## config.mk

```make
export PLATFORM = sky130hd
export DESIGN_NAME = fq_ud_pulse_gen
export DESIGN_NICKNAME = d
export VERILOG_FILES = /design/src/rtl/fq_ud_pulse_gen.sv
export SDC_FILE = /design/constraint.sdc
export NUM_CORES = 1
export LEC_CHECK = 0
export ABC_AREA = 1
export BUFFER_PORTS_ARGS = -buffer_cell sky130_fd_sc_hd__clkbuf_2
export CAP_MARGIN = 15
export CORE_AREA = 5 5 66 68
export CTS_BUF_LIST = sky130_fd_sc_hd__clkbuf_4 sky130_fd_sc_hd__clkbuf_8
export DETAILED_ROUTE_END_ITERATION = 8
export DIE_AREA = 0 0 71 73
export PLACE_DENSITY = 0.73
export SLEW_MARGIN = 30
export SYNTH_ARGS = -nofsm -noshare
export SYNTH_HDL_FRONTEND = slang
export SYNTH_SLANG_ARGS = --single-unit
```

## constraint.sdc

```tcl
create_clock -name clk_100M -period 3.7 [get_ports clk_100M]
set_clock_uncertainty 0.05 [all_clocks]
set_input_delay 0.185 -clock clk_100M [delete_from_list [all_inputs] [get_ports clk_100M]]
set_output_delay 0.185 -clock clk_100M [all_outputs]
set_load 0.03 [all_outputs]
```

## src/rtl/fq_ud_pulse_gen.sv

```systemverilog
// Multi-channel DDS FQ_UD strobe generator, updating on the falling edge of clk_100M.
// Each channel synchronises its request and either follows the level or emits a fixed-width pulse with hold-off.
module fq_ud_pulse_gen #(
    parameter int CH          = 2,
    parameter int SYNC_STAGES = 2,
    parameter int PULSE_W     = 4,
    parameter int HOLDOFF     = 8,
    parameter int CNT_W       = 8
) (
    input  logic          clk_100M,
    input  logic          rst,
    input  logic [CH-1:0] fq_ud,
    input  logic [CH-1:0] mode,
    input  logic [CH-1:0] clr_ovr,
    output logic [CH-1:0] fq_ud_out,
    output logic [CH-1:0] busy,
    output logic [CH-1:0] overrun
);
    typedef enum logic [1:0] {IDLE = 2'd0, PULSE = 2'd1, HOLD = 2'd2} state_t;

    localparam logic [CNT_W-1:0] PULSE_LD  = CNT_W'(PULSE_W - 1);
    localparam logic [CNT_W-1:0] HOLD_LD   = (HOLDOFF > 0) ? CNT_W'(HOLDOFF - 1) : '0;
    localparam logic [CNT_W-1:0] CNT_ONE   = CNT_W'(1);
    localparam bit               HOLD_SKIP = (HOLDOFF == 0);

    for (genvar g = 0; g < CH; g++) begin : g_ch
        logic [SYNC_STAGES-1:0] sync;
        logic                   s;
        logic                   s_d;
        logic                   rise;
        logic                   pending;
        logic                   out_r;
        logic                   busy_r;
        logic                   ovr_r;
        logic                   exit_now;
        state_t                 state;
        logic [CNT_W-1:0]       cnt;

        assign s    = sync[SYNC_STAGES-1];
        assign rise = s & ~s_d;

        // Last cycle of the pulse+hold window: a queued or coincident request restarts PULSE directly.
        assign exit_now = (cnt == '0) &&
                          ((state == HOLD) || ((state == PULSE) && HOLD_SKIP));

        assign fq_ud_out[g] = out_r;
        assign busy[g]      = busy_r;
        assign overrun[g]   = ovr_r;

        always_ff @(negedge clk_100M or posedge rst) begin
            if (rst) begin
                sync    <= '0;
                s_d     <= 1'b0;
                state   <= IDLE;
                cnt     <= '0;
                pending <= 1'b0;
                out_r   <= 1'b0;
                busy_r  <= 1'b0;
                ovr_r   <= 1'b0;
            end else begin
                sync <= (sync << 1) | SYNC_STAGES'(fq_ud[g]);
                s_d  <= s;
                if (!mode[g]) begin
                    state   <= IDLE;
                    cnt     <= '0;
                    pending <= 1'b0;
                    out_r   <= s;
                    busy_r  <= 1'b0;
                end else begin
                    if (clr_ovr[g]) begin
                        ovr_r <= 1'b0;
                    end
                    // Placed after the clear so a new overrun wins over clr_ovr.
                    if ((state != IDLE) && !exit_now && rise) begin
                        if (pending) begin
                            ovr_r <= 1'b1;
                        end else begin
                            pending <= 1'b1;
                        end
                    end
                    if (exit_now) begin
                        if (pending | rise) begin
                            state   <= PULSE;
                            cnt     <= PULSE_LD;
                            pending <= pending & rise;
                            out_r   <= 1'b1;
                            busy_r  <= 1'b1;
                        end else begin
                            state  <= IDLE;
                            cnt    <= '0;
                            out_r  <= 1'b0;
                            busy_r <= 1'b0;
                        end
                    end else begin
                        case (state)
                            IDLE: begin
                                if (rise) begin
                                    state  <= PULSE;
                                    cnt    <= PULSE_LD;
                                    out_r  <= 1'b1;
                                    busy_r <= 1'b1;
                                end else begin
                                    out_r  <= 1'b0;
                                    busy_r <= 1'b0;
                                end
                            end
                            PULSE: begin
                                busy_r <= 1'b1;
                                if (cnt != '0) begin
                                    cnt   <= cnt - CNT_ONE;
                                    out_r <= 1'b1;
                                end else begin
                                    state <= HOLD;
                                    cnt   <= HOLD_LD;
                                    out_r <= 1'b0;
                                end
                            end
                            HOLD: begin
                                cnt    <= cnt - CNT_ONE;
                                out_r  <= 1'b0;
                                busy_r <= 1'b1;
                            end
                            default: begin
                                state  <= IDLE;
                                cnt    <= '0;
                                out_r  <= 1'b0;
                                busy_r <= 1'b0;
                            end
                        endcase
                    end
                end
            end
        end
    end
endmodule

```

## Yosys cells after proc, flatten, opt, wreduce, memory -nomap -nowiden

Index checks and enable logic that the tools add are counted.
Widths: inputs -> output; s select.

| storage, ports and cells | value |
|---|---|
| bits in registers | 34 |
| output and inout port bits | 6 |

| cells by class | value |
|---|---|
| equal/unequal tests | 10 |
| reduce and logical (&&, ||, !) cells | 20 |
| add/sub/neg operators | 2 |
| muxes and demuxes | 56 |
| bitwise gates (word level) | 10 |

Operators with widths:

| cell | count |
|---|---|
| $mux 8 | 8 |
| $pmux 8 s3 | 2 |
| $mux 1 | 30 |
| $mux 2 | 10 |
| $logic_not 8->1 | 2 |
| $ne 4x4->1 const B | 4 |
| $reduce_bool 8->1 | 2 |
| $sub 8x1->8 const B | 2 |
| $pmux 2 s3 | 2 |
| $pmux 1 s2 | 4 |
| $logic_and 1x1->1 | 6 |
| $ne 3x3->1 const B | 2 |
| $reduce_and 3->1 | 2 |
| $and 1x1->1 | 4 |
| $eq 2x1->1 const B | 2 |
| $eq 2x2->1 const B | 2 |
| $logic_not 2->1 | 2 |
| $or 2x1->2 | 2 |
| $reduce_bool 2->1 | 2 |
| $reduce_or 2->1 | 2 |
| $logic_not 1->1 | 2 |
| $not 1->1 | 2 |
| $or 1x1->1 | 2 |

## Longest topological paths before layout

Gate-level depths: netlist of run 1.

| logic depth | value |
|---|---|
| depth in word-level cells | 9 |
| mapped depth | 10 |

==> results of run 1 <==
-- layout make-up --
| type | instances | area [µm²] | share of cell area [%] |
|---|---|---|---|
| clock inverters | 2 | 37.5 | 1.65 |
| well taps | 50 | 62.6 | 2.74 |
| repair buffers | 14 | 72.6 | 3.18 |
| clock buffers | 6 | 76.3 | 3.35 |
| inverters | 34 | 128 | 5.60 |
| flip-flops and latches | 34 | 851 | 37.3 |
| multi-input cells | 174 | 1050 | 46.2 |
-- cell usage in the layout, fill, tap and decap left out, drive strengths merged --
cell      count
and3          1
nand2        68
buf           1
o2111ai       1
nand4         4
inv          34
a21oi         9
o22ai         1
o211ai        1
clkbuf       19
ha           14
or2           3
o21ai        13
bufinv        1
xnor2         3
xor2          6
nor3          3
nand3        16
o21bai        3
nor2         28
clkinvlp      1
dfrtn        34
-- state kept, by name (all words and copies together), names as in the netlist --
name          cells
g_ch.cnt         16
g_ch.state        4
g_ch.sync         4
g_ch.busy_r       2
g_ch.out_r        2
g_ch.ovr_r        2
g_ch.pending      2
g_ch.s_d          2
-- worst max path at each step --
stage	endpoint	slack, ns	cells after the start
3_3_place_gp	g_ch[0].cnt[5]	0.55	5
4_1_cts	overrun[0]	0.70	1
3_5_place_dp	g_ch[0].cnt[5]	0.51	5
5_1_grt	overrun[0]	0.66	1
2_1_floorplan	g_ch[1].cnt[7]	0.82	7
6_report	overrun[0]	0.70	1
-- metrics by stage --
stage               cells  util (%)  instance area [µm²]  hold WS, ns
detailed placement    306      57.0                 2170        0.248
global route          314      60.0                 2280        0.264
finish                314      60.0                 2280        0.249
CTS                   314      60.0                 2280        0.252
global placement      306      57.0                 2170        0.247
floorplan             251         -                 2100        0.242
-- cell families (layout without fill, tap and decap cells) --
group | count (synthesis) | in the layout | synth area share [%]
and+or+nand+nor | 123 | 123 | 30.0
buffers and inverters | 43 | 56 | 9.19
DFF | 34 | 34 | 40.6
AOI/OAI and AO/OA | 28 | 28 | 8.12
adders and majority gates | 14 | 14 | 8.35
xor gates and xnor gates | 9 | 9 | 3.76
-- power groups by stage --
stage | sequential [W] | clock, W | combinational (W)
6_report | 0.000616 | 0.000342 | 0.00114
5_1_grt | 0.000633 | 0.000368 | 0.00130
4_1_cts | 0.000615 | 0.000348 | 0.00114
3_5_place_dp | 0.000619 | 0 | 0.00113
3_3_place_gp | 0.000617 | 0 | 0.00111
2_1_floorplan | 0.000592 | 0 | 0.000994
-- layer usage --
metal	wire (µm)	GRT usage, %	vias up
li1	-	-	809
met4	37	3.76	0
met2	1650	26.3	23
met5	0	0	-
met3	145	4.68	4
met1	1810	21.0	719
==> impl_metrics.tcl, run 1 <==
set metrics [dict create \
    synth_edf_count 0 \
    drv_cap 0 \
    place_hpwl_mm 2.62 \
    grt_pass1_wl_mm 6.62 \
    min-delay-start "g_ch[0].sync[0]" \
    synth-seq-area-share_pct 40.6 \
    hold-path-endpoint "g_ch[0].sync[1]" \
    syn-instance-count 251 \
    ys_ff_latch 34 \
    vias 1555 \
    power_w 0.00210 \
    relSlewSlack_pct 70.4 \
    reg2reg_depth 6 \
    rows 23 \
    h-tree-depth 2 \
    crit_path_start_kind "flip-flop" \
    synth_area_leaders "dfrtn_1, nand2_1, ha_1" \
    cts_resized 0 \
    synth_top_cell_area_share_pct 40.6 \
    postSynthAreaPerCell_um2 8.35 \
    grt_overflow 0 \
    cp-end-kind "output port" \
    p_int_w 0.00114 \
    syn-cell-area_um2 2100 \
    hold_class "reg -> reg" \
    clk_pin_slew_ns 0.05 \
    worstPathArrival_ns 2.76 \
    power_switching_w 0.000955 \
    drt_iter0_markers 71 \
    drv_slew 0 \
    synth_warnings 0 \
    clk_latency_ns 0.29 \
    r2r_end "g_ch[0].cnt[2]" \
    seqPwrFrac_pct 29.4 \
    ioPinCount 14 \
    num_antenna_cells 0 \
    cp_slowest_cell "dfrtn_1" \
    swShare_pct 45.5 \
    path_buf_inv 1 \
    yosys_most_used_dff "dfrtn_1" \
    grt_usage_pct 16.0 \
    power.leakage_nw 1.22 \
    cp_top_family "flip-flops" \
    clkPwrFrac_pct 16.3 \
    crit_chain "clkbuf_2" \
    setup_tns_ns 0 \
    tritoncts "built" \
    power_frac_comb_pct 54.3 \
    drc 0 \
    synthTopCellsByCount "nand2_1, dfrtn_1, inv_1" \
    rrSetupSlack_ns 1.87 \
    grt_start_max_net_pins 35 \
    status "finished, final reports clean" \
    viasPerCell 4.95 \
    worstReg2RegStart "g_ch[0].state[0]" \
    initial_core_util_pct 55.2 \
    ant_nets 0 \
    clkSinkCount 34 \
    syn_to_final_growth_pct 8.77 \
    totalWireLength_mm 3.65 \
    synth_nets 273 \
    yosysMostFrequentCell "nand2_1" \
    firstDrtPassIters 4 \
    fin_nets 285 \
    coreArea_um2 3800 \
    tightestPinTransition_ns 0.443 \
    antenna_found_initial 0 \
    hold_depth 0 \
    ir_worst_vdd_v 0.000499 \
    timing.final.ws_setup_ns 0.701 \
    critical_path_class "reg -> out" \
    cts_buffer_depth 2 \
    place.gp.congestion 0.904 \
    cts-root-buf "clkbuf_8" \
    fill_cells 340 \
    die-height_um 73 \
    cp.required_ns 3.46 \
    setup_violations 0 \
    async_flop_share_pct 100 \
    cp_max_fo 2 \
    slowest_delay_ns 0.42 \
    die_w_um 71 \
    synth_top_cell_by_area "dfrtn_1" \
    worstSetupStartpoint "g_ch[0].ovr_r" \
    postCtsSetupBuffers 0 \
    power.density_nw_per_um2 919 \
    drive_above_1_share_pct 20.5 \
    cts_buffers 5 \
    grt_pass1_vias 1497 \
    rsz0062_at_grt "no" \
    hold_viol_final 0 \
    port-buffer-count 13 \
    wl_per_cell_um 11.6 \
    ys_types 32 \
    detailedPlace.worstSlack_ns 0.509 \
    hold_buffers 0 \
    die-area_um2 5180 \
]
(Power assumes the default switching activity.)
==> run 2, diff against run 1 <==
==> constraint.sdc (replaced) <==
create_clock -name clk_100M -period 2.89 [get_ports clk_100M]
set_clock_uncertainty 0.05 [all_clocks]
set_input_delay 0.1445 -clock clk_100M [delete_from_list [all_inputs] [get_ports clk_100M]]
set_output_delay 0.1445 -clock clk_100M [all_outputs]
set_load 0.03 [all_outputs]
==> run 2 against run 1 <==
Compared with the run above:
- sequential power rose by 28%
- final cell count rose by 0.64%
- register-to-register slack got worse by 0.76 ns
- worst setup slack got worse by 0.35 ns
- wire length fell by 1.2%
- first-iteration DRC count rose by 14%
- combinational power rose by 28%
- critical path depth did not move
- power rose by 25%
- sequential share of layout area rose by 0.062 points
- core utilization fell by 0.099 points
- via count fell by 0.58%
- critical path type unchanged
- largest cell class unchanged
- largest power group unchanged
- highest routed layer unchanged
==> impl_metrics.tcl, run 2 (synthesis gave the netlist of run 1 again) <==
set metrics [dict create \
    status "finished, final reports clean" \
    cp_top_family "flip-flops" \
    cp.required_ns 2.70 \
    rows 23 \
    rrSetupSlack_ns 1.11 \
    detailedPlace.worstSlack_ns 0.314 \
    ir_worst_vdd_v 0.000562 \
    postCtsSetupBuffers 0 \
    die-height_um 73 \
    grt_overflow 0 \
    layout.cells.most_common "nand2_1" \
    grt_usage_pct 16.1 \
    clk_pin_slew_ns 0.05 \
    largest_register_ffs 16 \
    final_cells 316 \
    setup_tns_ns 0 \
    reg.largest.list "g_ch.cnt (16), g_ch.state (4), g_ch.sync (4)" \
    whs_ns 0.251 \
    antenna_found_initial 0 \
    ioPinCount 14 \
    place.gp.congestion 0.899 \
    coreArea_um2 3800 \
    met3_usage_pct 4.27 \
    clk_latency_ns 0.29 \
    grt_pass1_wl_mm 6.57 \
    crit_path_start_kind "flip-flop" \
    cp-end-kind "output port" \
    path_buf_inv 1 \
    num_antenna_cells 0 \
    h-tree-depth 2 \
    tritoncts "built" \
    power.leakage_nw 1.22 \
    cts_resized 0 \
    initial_core_util_pct 55.2 \
    relSlewSlack_pct 68.8 \
    drive_above_1_share_pct 21.1 \
    power.density_nw_per_um2 1150 \
    drt_iter0_markers 81 \
    tightestPinTransition_ns 0.468 \
    port-buffer-count 13 \
    viasPerCell 4.89 \
    final_cell_mix "nand2_1, dfrtn_1, inv_1, nor2_1, ha_1" \
    top_register "g_ch.cnt" \
    grt_pass1_vias 1482 \
    slowest_delay_ns 0.41 \
    dp_cells 308 \
    rsz0062_at_grt "no" \
    grt_util_met2_pct 24.5 \
    worstPathArrival_ns 2.35 \
    cp_max_fo 2 \
    critical_path_class "reg -> out" \
    ant_nets 0 \
    die_w_um 71 \
    cts-root-buf "clkbuf_8" \
    vias 1546 \
    place_hpwl_mm 2.68 \
    fin_nets 287 \
    cp_slowest_cell "dfrtn_1" \
    hold_class "reg -> reg" \
    final_core_util_pct 59.9 \
    hold_viol_final 0 \
    setup_violations 0 \
    drv_slew 0 \
    crit_chain "clkbuf_2" \
    clkSinkCount 34 \
    grt_start_max_net_pins 35 \
    syn_to_final_growth_pct 8.59 \
    top_usage_layer "met2" \
    firstDrtPassIters 4 \
    totalWireLength_mm 3.60 \
    cts_buffers 5 \
    use_met1_pct 21.6 \
    wl_per_cell_um 11.4 \
    cts_buffer_depth 2 \
    drv_cap 0 \
    hold_buffers 0 \
    timing.final.ws_setup_ns 0.346 \
    die-area_um2 5180 \
    drc 0 \
]
run 2: final timing paths:
kind | startpoint | endpoint | cells past startpoint
worst min-delay path | g_ch[1].sync[0] | g_ch[1].sync[1] | 0
worst min register to register | g_ch[1].sync[0] | g_ch[1].sync[1] | 0
max in group asynchronous | rst | g_ch[1].pending | 3
worst max-delay path | g_ch[0].ovr_r | overrun[0] | 1
worst max register to register | g_ch[0].state[0] | g_ch[0].cnt[2] | 6
min in group asynchronous | rst | g_ch[0].pending | 3
run 2: through the flow:
| step | instance area, µm² | total power (W) |
|---|---|---|
| after floorplan | 2100 | 0.00203 |
| after global placement | 2180 | 0.00223 |
| after detailed placement | 2180 | 0.00226 |
| after CTS | 2280 | 0.00264 |
| after global routing | 2280 | 0.00288 |
| final | 2280 | 0.00262 |
run 2: area by class of cell:
type / count / area (µm²)
Inverter: 34 / 128
Fill cell: 350 / 1520
Clock buffer: 6 / 82.6
Timing Repair Buffer: 16 / 87.6
Clock inverter: 2 / 12.5
Sequential cell: 34 / 851
Multi-Input combinational cell: 174 / 1050
Tap cell: 50 / 62.6
run 2: per-layer routing:
metal  up-vias  part of all wire [%]  wire length (µm)
li1        809                     -                 -
met1       706                    51              1830
met2        24                    44              1580
met3         7                   3.4               121
met4         0                   2.1                76
met5         -                     0                 0
run 2: power breakdown:
group / switching, W / internal (W)
Combinational: 0.000903 / 0.000560
Clock: 0.000177 / 0.000191
Sequential: 0.000143 / 0.000643
Total: 0.00122 / 0.00139
